==> src/rtl/serial_add_pkg.sv <==
// Shared types and constants for the nibble-serial adder.
//   state_e   : controller state encoding (IDLE, ADD, DONE)
//   NIBBLE_W  : width of the shared adder datapath
//   idx_width : width of the nibble index counter, at least 1 bit
package serial_add_pkg;

  localparam int unsigned NIBBLE_W = 4;

  typedef enum logic [1:0] {
    IDLE = 2'd0,
    ADD  = 2'd1,
    DONE = 2'd2
  } state_e;

  function automatic int unsigned idx_width(input int unsigned n);
    return (n <= 2) ? 1 : $clog2(n);
  endfunction

endpackage

==> src/rtl/nibble_adder.sv <==
// Combinational 4-bit ripple adder built from a chain of full adders.
//   a, b : nibble operands
//   cin  : carry into bit 0
//   s    : nibble sum (mod 16)
//   cout : carry out of bit 3
module nibble_adder
  import serial_add_pkg::*;
(
  input  logic [NIBBLE_W-1:0] a,
  input  logic [NIBBLE_W-1:0] b,
  input  logic                cin,
  output logic [NIBBLE_W-1:0] s,
  output logic                cout
);

  logic [NIBBLE_W:0] c;

  assign c[0] = cin;

  for (genvar i = 0; i < NIBBLE_W; i++) begin : g_fa
    assign s[i]   = a[i] ^ b[i] ^ c[i];
    assign c[i+1] = (a[i] & b[i]) | (c[i] & (a[i] ^ b[i]));
  end

  assign cout = c[NIBBLE_W];

endmodule

==> src/rtl/serial_add_ctrl.sv <==
// Nibble-serial adder controller: one shared 4-bit adder adds two
// NIBBLES-nibble operands LS nibble first, chaining carry through a register.
//   clk, reset   : clock, synchronous active-high reset
//   start        : request, sampled only in IDLE
//   a, b, cin    : operands and initial carry, latched on accepted start
//   busy         : high while nibbles are being added
//   done         : one-cycle pulse when sum/cout are new
//   sum, cout    : result, held between operations
module serial_add_ctrl
  import serial_add_pkg::*;
#(
  parameter int unsigned NIBBLES = 4
) (
  input  logic                        clk,
  input  logic                        reset,
  input  logic                        start,
  input  logic [NIBBLE_W*NIBBLES-1:0] a,
  input  logic [NIBBLE_W*NIBBLES-1:0] b,
  input  logic                        cin,
  output logic                        busy,
  output logic                        done,
  output logic [NIBBLE_W*NIBBLES-1:0] sum,
  output logic                        cout
);

  localparam int unsigned W    = NIBBLE_W * NIBBLES;
  localparam int unsigned IdxW = idx_width(NIBBLES);
  localparam logic [IdxW-1:0] LastIdx = IdxW'(NIBBLES - 1);

  state_e          state_q, state_d;
  logic [IdxW-1:0] idx_q, idx_d;
  logic [W-1:0]    a_sh_q, a_sh_d;
  logic [W-1:0]    b_sh_q, b_sh_d;
  logic [W-1:0]    acc_q, acc_d;
  logic [W-1:0]    sum_q, sum_d;
  logic            carry_q, carry_d;
  logic            cout_q, cout_d;

  logic [NIBBLE_W-1:0] add_s;
  logic                add_cout;
  logic [W-1:0]        acc_shift;

  nibble_adder u_nibble_adder (
    .a    (a_sh_q[NIBBLE_W-1:0]),
    .b    (b_sh_q[NIBBLE_W-1:0]),
    .cin  (carry_q),
    .s    (add_s),
    .cout (add_cout)
  );

  // New nibble enters at the top so the LS nibble lands at the bottom after
  // NIBBLES shifts.
  if (NIBBLES == 1) begin : g_acc_single
    assign acc_shift = add_s;
  end else begin : g_acc_multi
    assign acc_shift = {add_s, acc_q[W-1:NIBBLE_W]};
  end

  always_comb begin
    state_d = state_q;
    idx_d   = idx_q;
    a_sh_d  = a_sh_q;
    b_sh_d  = b_sh_q;
    acc_d   = acc_q;
    sum_d   = sum_q;
    carry_d = carry_q;
    cout_d  = cout_q;

    unique case (state_q)
      IDLE: begin
        if (start) begin
          state_d = ADD;
          a_sh_d  = a;
          b_sh_d  = b;
          carry_d = cin;
          idx_d   = '0;
        end
      end
      ADD: begin
        acc_d   = acc_shift;
        a_sh_d  = a_sh_q >> NIBBLE_W;
        b_sh_d  = b_sh_q >> NIBBLE_W;
        carry_d = add_cout;
        idx_d   = idx_q + IdxW'(1);
        if (idx_q == LastIdx) begin
          state_d = DONE;
          sum_d   = acc_shift;
          cout_d  = add_cout;
        end
      end
      DONE:    state_d = IDLE;
      default: state_d = IDLE;
    endcase
  end

  always_ff @(posedge clk) begin
    if (reset) begin
      state_q <= IDLE;
      idx_q   <= '0;
      a_sh_q  <= '0;
      b_sh_q  <= '0;
      acc_q   <= '0;
      sum_q   <= '0;
      carry_q <= 1'b0;
      cout_q  <= 1'b0;
    end else begin
      state_q <= state_d;
      idx_q   <= idx_d;
      a_sh_q  <= a_sh_d;
      b_sh_q  <= b_sh_d;
      acc_q   <= acc_d;
      sum_q   <= sum_d;
      carry_q <= carry_d;
      cout_q  <= cout_d;
    end
  end

  assign busy = (state_q == ADD);
  assign done = (state_q == DONE);
  assign sum  = sum_q;
  assign cout = cout_q;

endmodule

==> config.mk <==
export PLATFORM = sky130hd
export DESIGN_NAME = serial_add_ctrl
export DESIGN_NICKNAME = d
export VERILOG_FILES = /design/src/rtl/serial_add_pkg.sv /design/src/rtl/nibble_adder.sv /design/src/rtl/serial_add_ctrl.sv
export SDC_FILE = /design/constraint.sdc
export NUM_CORES = 1
export LEC_CHECK = 0
export BUFFER_PORTS_ARGS = -buffer_cell sky130_fd_sc_hd__buf_2
export CORE_MARGIN = 3
export CORE_UTILIZATION = 54
export DETAILED_ROUTE_END_ITERATION = 12
export PLACE_DENSITY_LB_ADDON = 0.25
export SYNTH_ARGS = -nofsm -noshare
export SYNTH_HDL_FRONTEND = slang
export SYNTH_SLANG_ARGS = --single-unit
==> constraint.sdc <==
create_clock -name clk -period 2.7 [get_ports clk]
set_input_delay 0.135 -clock clk [delete_from_list [all_inputs] [get_ports clk]]
set_output_delay 0.135 -clock clk [all_outputs]
set_load 0.1 [all_outputs]
==> results.sh <==
export IMPL_status="complete, no violations"
export IMPL_cts_setup_buffers=0
export IMPL_io_pins=55
export IMPL_worst_r2r_setup_slack_ns=0.53
export IMPL_critPathLaunchType="register"
export IMPL_grt_pass1_wl_mm=9.47
export IMPL_ys_seq_elements=66
export IMPL_hold_depth=3
export IMPL_finalSetupViolCount=0
export IMPL_dp_cells=379
export IMPL_p_leak_nw=1.30
export IMPL_crit_slowest_cell="buf_2"
export IMPL_reg2reg_depth=8
export IMPL_multi_input_area_mm2=0.00129
export IMPL_grt_usage_pct=19.8
export IMPL_chipWidth_um=77.6
export IMPL_clk_latency_ns=0.33
export IMPL_clk_pin_slew_ns=0.07
export IMPL_finalWirelength_mm=5.57
export IMPL_gp_congestion=0.784
export IMPL_cp_depth=3
export IMPL_reg2reg_from="a_sh_q[0]"
export IMPL_synth_common_cells="66 x dfxtp_1, 49 x nand2_1, 33 x a21oi_1"
export IMPL_clock_sinks=66
export IMPL_synth_top_area_cell="dfxtp_1"
export IMPL_ys_types=29
export IMPL_ctsHoldBuffers=0
export IMPL_cap_violations=0
export IMPL_grt_antenna_before_repair=0
export IMPL_ys_flop_type="dfxtp_1"
export IMPL_syn_instance_count=274
export IMPL_drtAntennaViolNets=0
export IMPL_regToRegEndpoint="acc_q[15]"
export IMPL_vias=2083
export IMPL_rsz0062_at_grt="no"
export IMPL_async_reset_ff_share_pct=0
export IMPL_area_delta_synth_final_pct=17.8
export IMPL_routed_via_density=5.27
export IMPL_worst_hold_path_endpoint="a_sh_q[12]"
export IMPL_finalCritPeriodShare_pct=80.5
export IMPL_cp_num_buf_inv=2
export IMPL_drc=0
export IMPL_yosysWarnings=0
export IMPL_hold_path_class="primary input to register"
export IMPL_final_hold_violation_count=0
export IMPL_p_per_area_mw_per_mm2=656
export IMPL_fin_crit_ns=2.17
export IMPL_coreArea_mm2=0.00485
export IMPL_drtIter0Drc=126
export IMPL_num_rows=25
export IMPL_cts_tree="built"
export IMPL_initial_core_util_pct=57.1
export IMPL_diodes=0
export IMPL_crit_family="buffers and inverters"
export IMPL_p_total_w=0.00214
export IMPL_max_slew_margin_pct=54.7
export IMPL_fmax_mhz=460
export IMPL_final_nets=364
export IMPL_dieArea_mm2=0.00602
export IMPL_synth_seq_area_share_pct=47.7
export IMPL_syn_mean_instance_area_um2=10.1
export IMPL_yosys_area_top_type_share_pct=47.7
export IMPL_crit_arrival_ns=2.04
export IMPL_end_kind="output pin"
export IMPL_fp_dieH_um=77.6
export IMPL_crit_type="register to output pin"
export IMPL_dp_hpwl_mm=3.84
export IMPL_vdd_drop_max_mv=0.570
export IMPL_hp_start="a[12]"
export IMPL_portBuffers=54
export IMPL_synth_area_leaders="dfxtp_1 48%, o2bb2ai_2 11%, mux2i_1 9.0%, nand2_1 6.6%, a21oi_1 6.0%"
export IMPL_grt_max_degree=42
export IMPL_ctsHtreeMaxLevel=3
export IMPL_synth_edf_count=0
export IMPL_maxSlewViolCount=0
export IMPL_required_ns=2.57
export IMPL_yosysMostFrequentCell="dfxtp_1"
export IMPL_critical_path_max_stage_delay_ns=0.50
export IMPL_ff_latch_area_mm2=0.00132
export IMPL_skew_ns=0.00602
export IMPL_crit_fanout=18
export IMPL_setup_tns_final_ns=0
export IMPL_fillCellCount=426
export IMPL_finalNonFillerCells=395
export IMPL_syn_nets=315
export IMPL_wl_per_cell_um=14.1
export IMPL_drt_first_pass_iters=4
export IMPL_grt_ovfl_total=0
export IMPL_drive_above_1_share_pct=30.2
export IMPL_cts_resized=0
export IMPL_grt_pass1_vias=1990
export IMPL_cp_cell_sequence="nand2b_1, inv_2, buf_2"
export IMPL_ctsLongestPathBuffers=2
export IMPL_utilization_pct=67.3
export IMPL_tightest_slew_ns=0.679
export IMPL_root_buffer="clkbuf_8"
export IMPL_cts_made_buffers=9
export IMPL_syn_area_mm2=0.00277
==> worst max path at each step <==
stage,end,startpoint,slack [ns]
4_1_cts,acc_q[15],a_sh_q[0],0.51
6_report,busy,state_q[1],0.53
5_1_grt,busy,state_q[0],0.36
3_3_place_gp,acc_q[15],a_sh_q[0],0.60
2_1_floorplan,done,state_q[0],0.56
3_5_place_dp,sum[15],a_sh_q[0],0.51
==> worst min-delay path, cell delays in order <==
cell	delay, ns
buf_2	0.10
nand3b_1	0.06
a21oi_1	0.05
==> layer usage <==
layer / track usage (%) / wire [um] / vias up
met2: 28.4 / 2480 / 51
met1: 28.4 / 2740 / 973
met4: 5.16 / 55 / 0
met5: 0 / 0 / -
li1: - / - / 1052
met3: 6.84 / 305 / 7
==> sequential cells by signal, summed over array words and instances, names as in the netlist <==
register  cells
a_sh_q       16
sum          16
b_sh_q       16
cout          1
state_q       2
acc_q        12
idx_q         2
carry_q       1
==> through the flow <==
| stage | hold slack, ns | area [um^2] | setup WS (ns) |
|---|---|---|---|
| after floorplan | 0.295 | 2770 | 0.561 |
| after global placement | 0.406 | 3050 | 0.597 |
| after detailed placement | 0.410 | 3050 | 0.511 |
| after CTS | 0.0555 | 3260 | 0.507 |
| after global routing | 0.0604 | 3260 | 0.365 |
| final | 0.0643 | 3260 | 0.528 |
==> where the power goes <==
group | internal, W | switching, W | leakage [nW]
logic | 0.0000912 | 0.000124 | 0.648
clock network | 0.000529 | 0.000339 | 0.110
registers | 0.00102 | 0.0000364 | 0.539
total | 0.00164 | 0.000500 | 1.30
==> cell type report <==
cell class / instances / share of cell area (%)
timing repair buffer: 59 / 9.43
multi-input combinational: 177 / 39.7
inverter: 10 / 1.15
clock inverter: 1 / 0.920
sequential: 66 / 40.5
tap: 67 / 2.57
clock buffer: 15 / 5.71
==> placed cells by master, fill, tap and decap left out, types with 2 or more instances in the layout <==
cell / netlist / routed
a211oi_1: 5 / 5
buf_2: 8 / 54
nor2_2: 2 / 2
fa_1: 4 / 4
mux2i_1: 25 / 25
o2bb2ai_1: 4 / 4
buf_4: 3 / 5
a21oi_1: 33 / 33
dfxtp_1: 66 / 65
inv_1: 9 / 9
clkbuf_8: 0 / 13
o2bb2ai_2: 20 / 20
nor2b_1: 2 / 2
nand3b_1: 9 / 9
nand2_1: 49 / 49
nor2_1: 6 / 6
clkbuf_1: 7 / 2
o21ai_0: 9 / 9
==> cell families after synthesis <==
| family | after synthesis | share of synthesized area [%] |
|---|---|---|
| AOI/OAI and AO/OA | 74 | 22.3 |
| and+or+nand+nor | 73 | 12.1 |
| DFF | 66 | 47.7 |
| buffers and inverters | 31 | 5.51 |
| muxes | 25 | 9.04 |
| adders and majority gates | 5 | 3.34 |
Power figures use the tool's default switching activity.
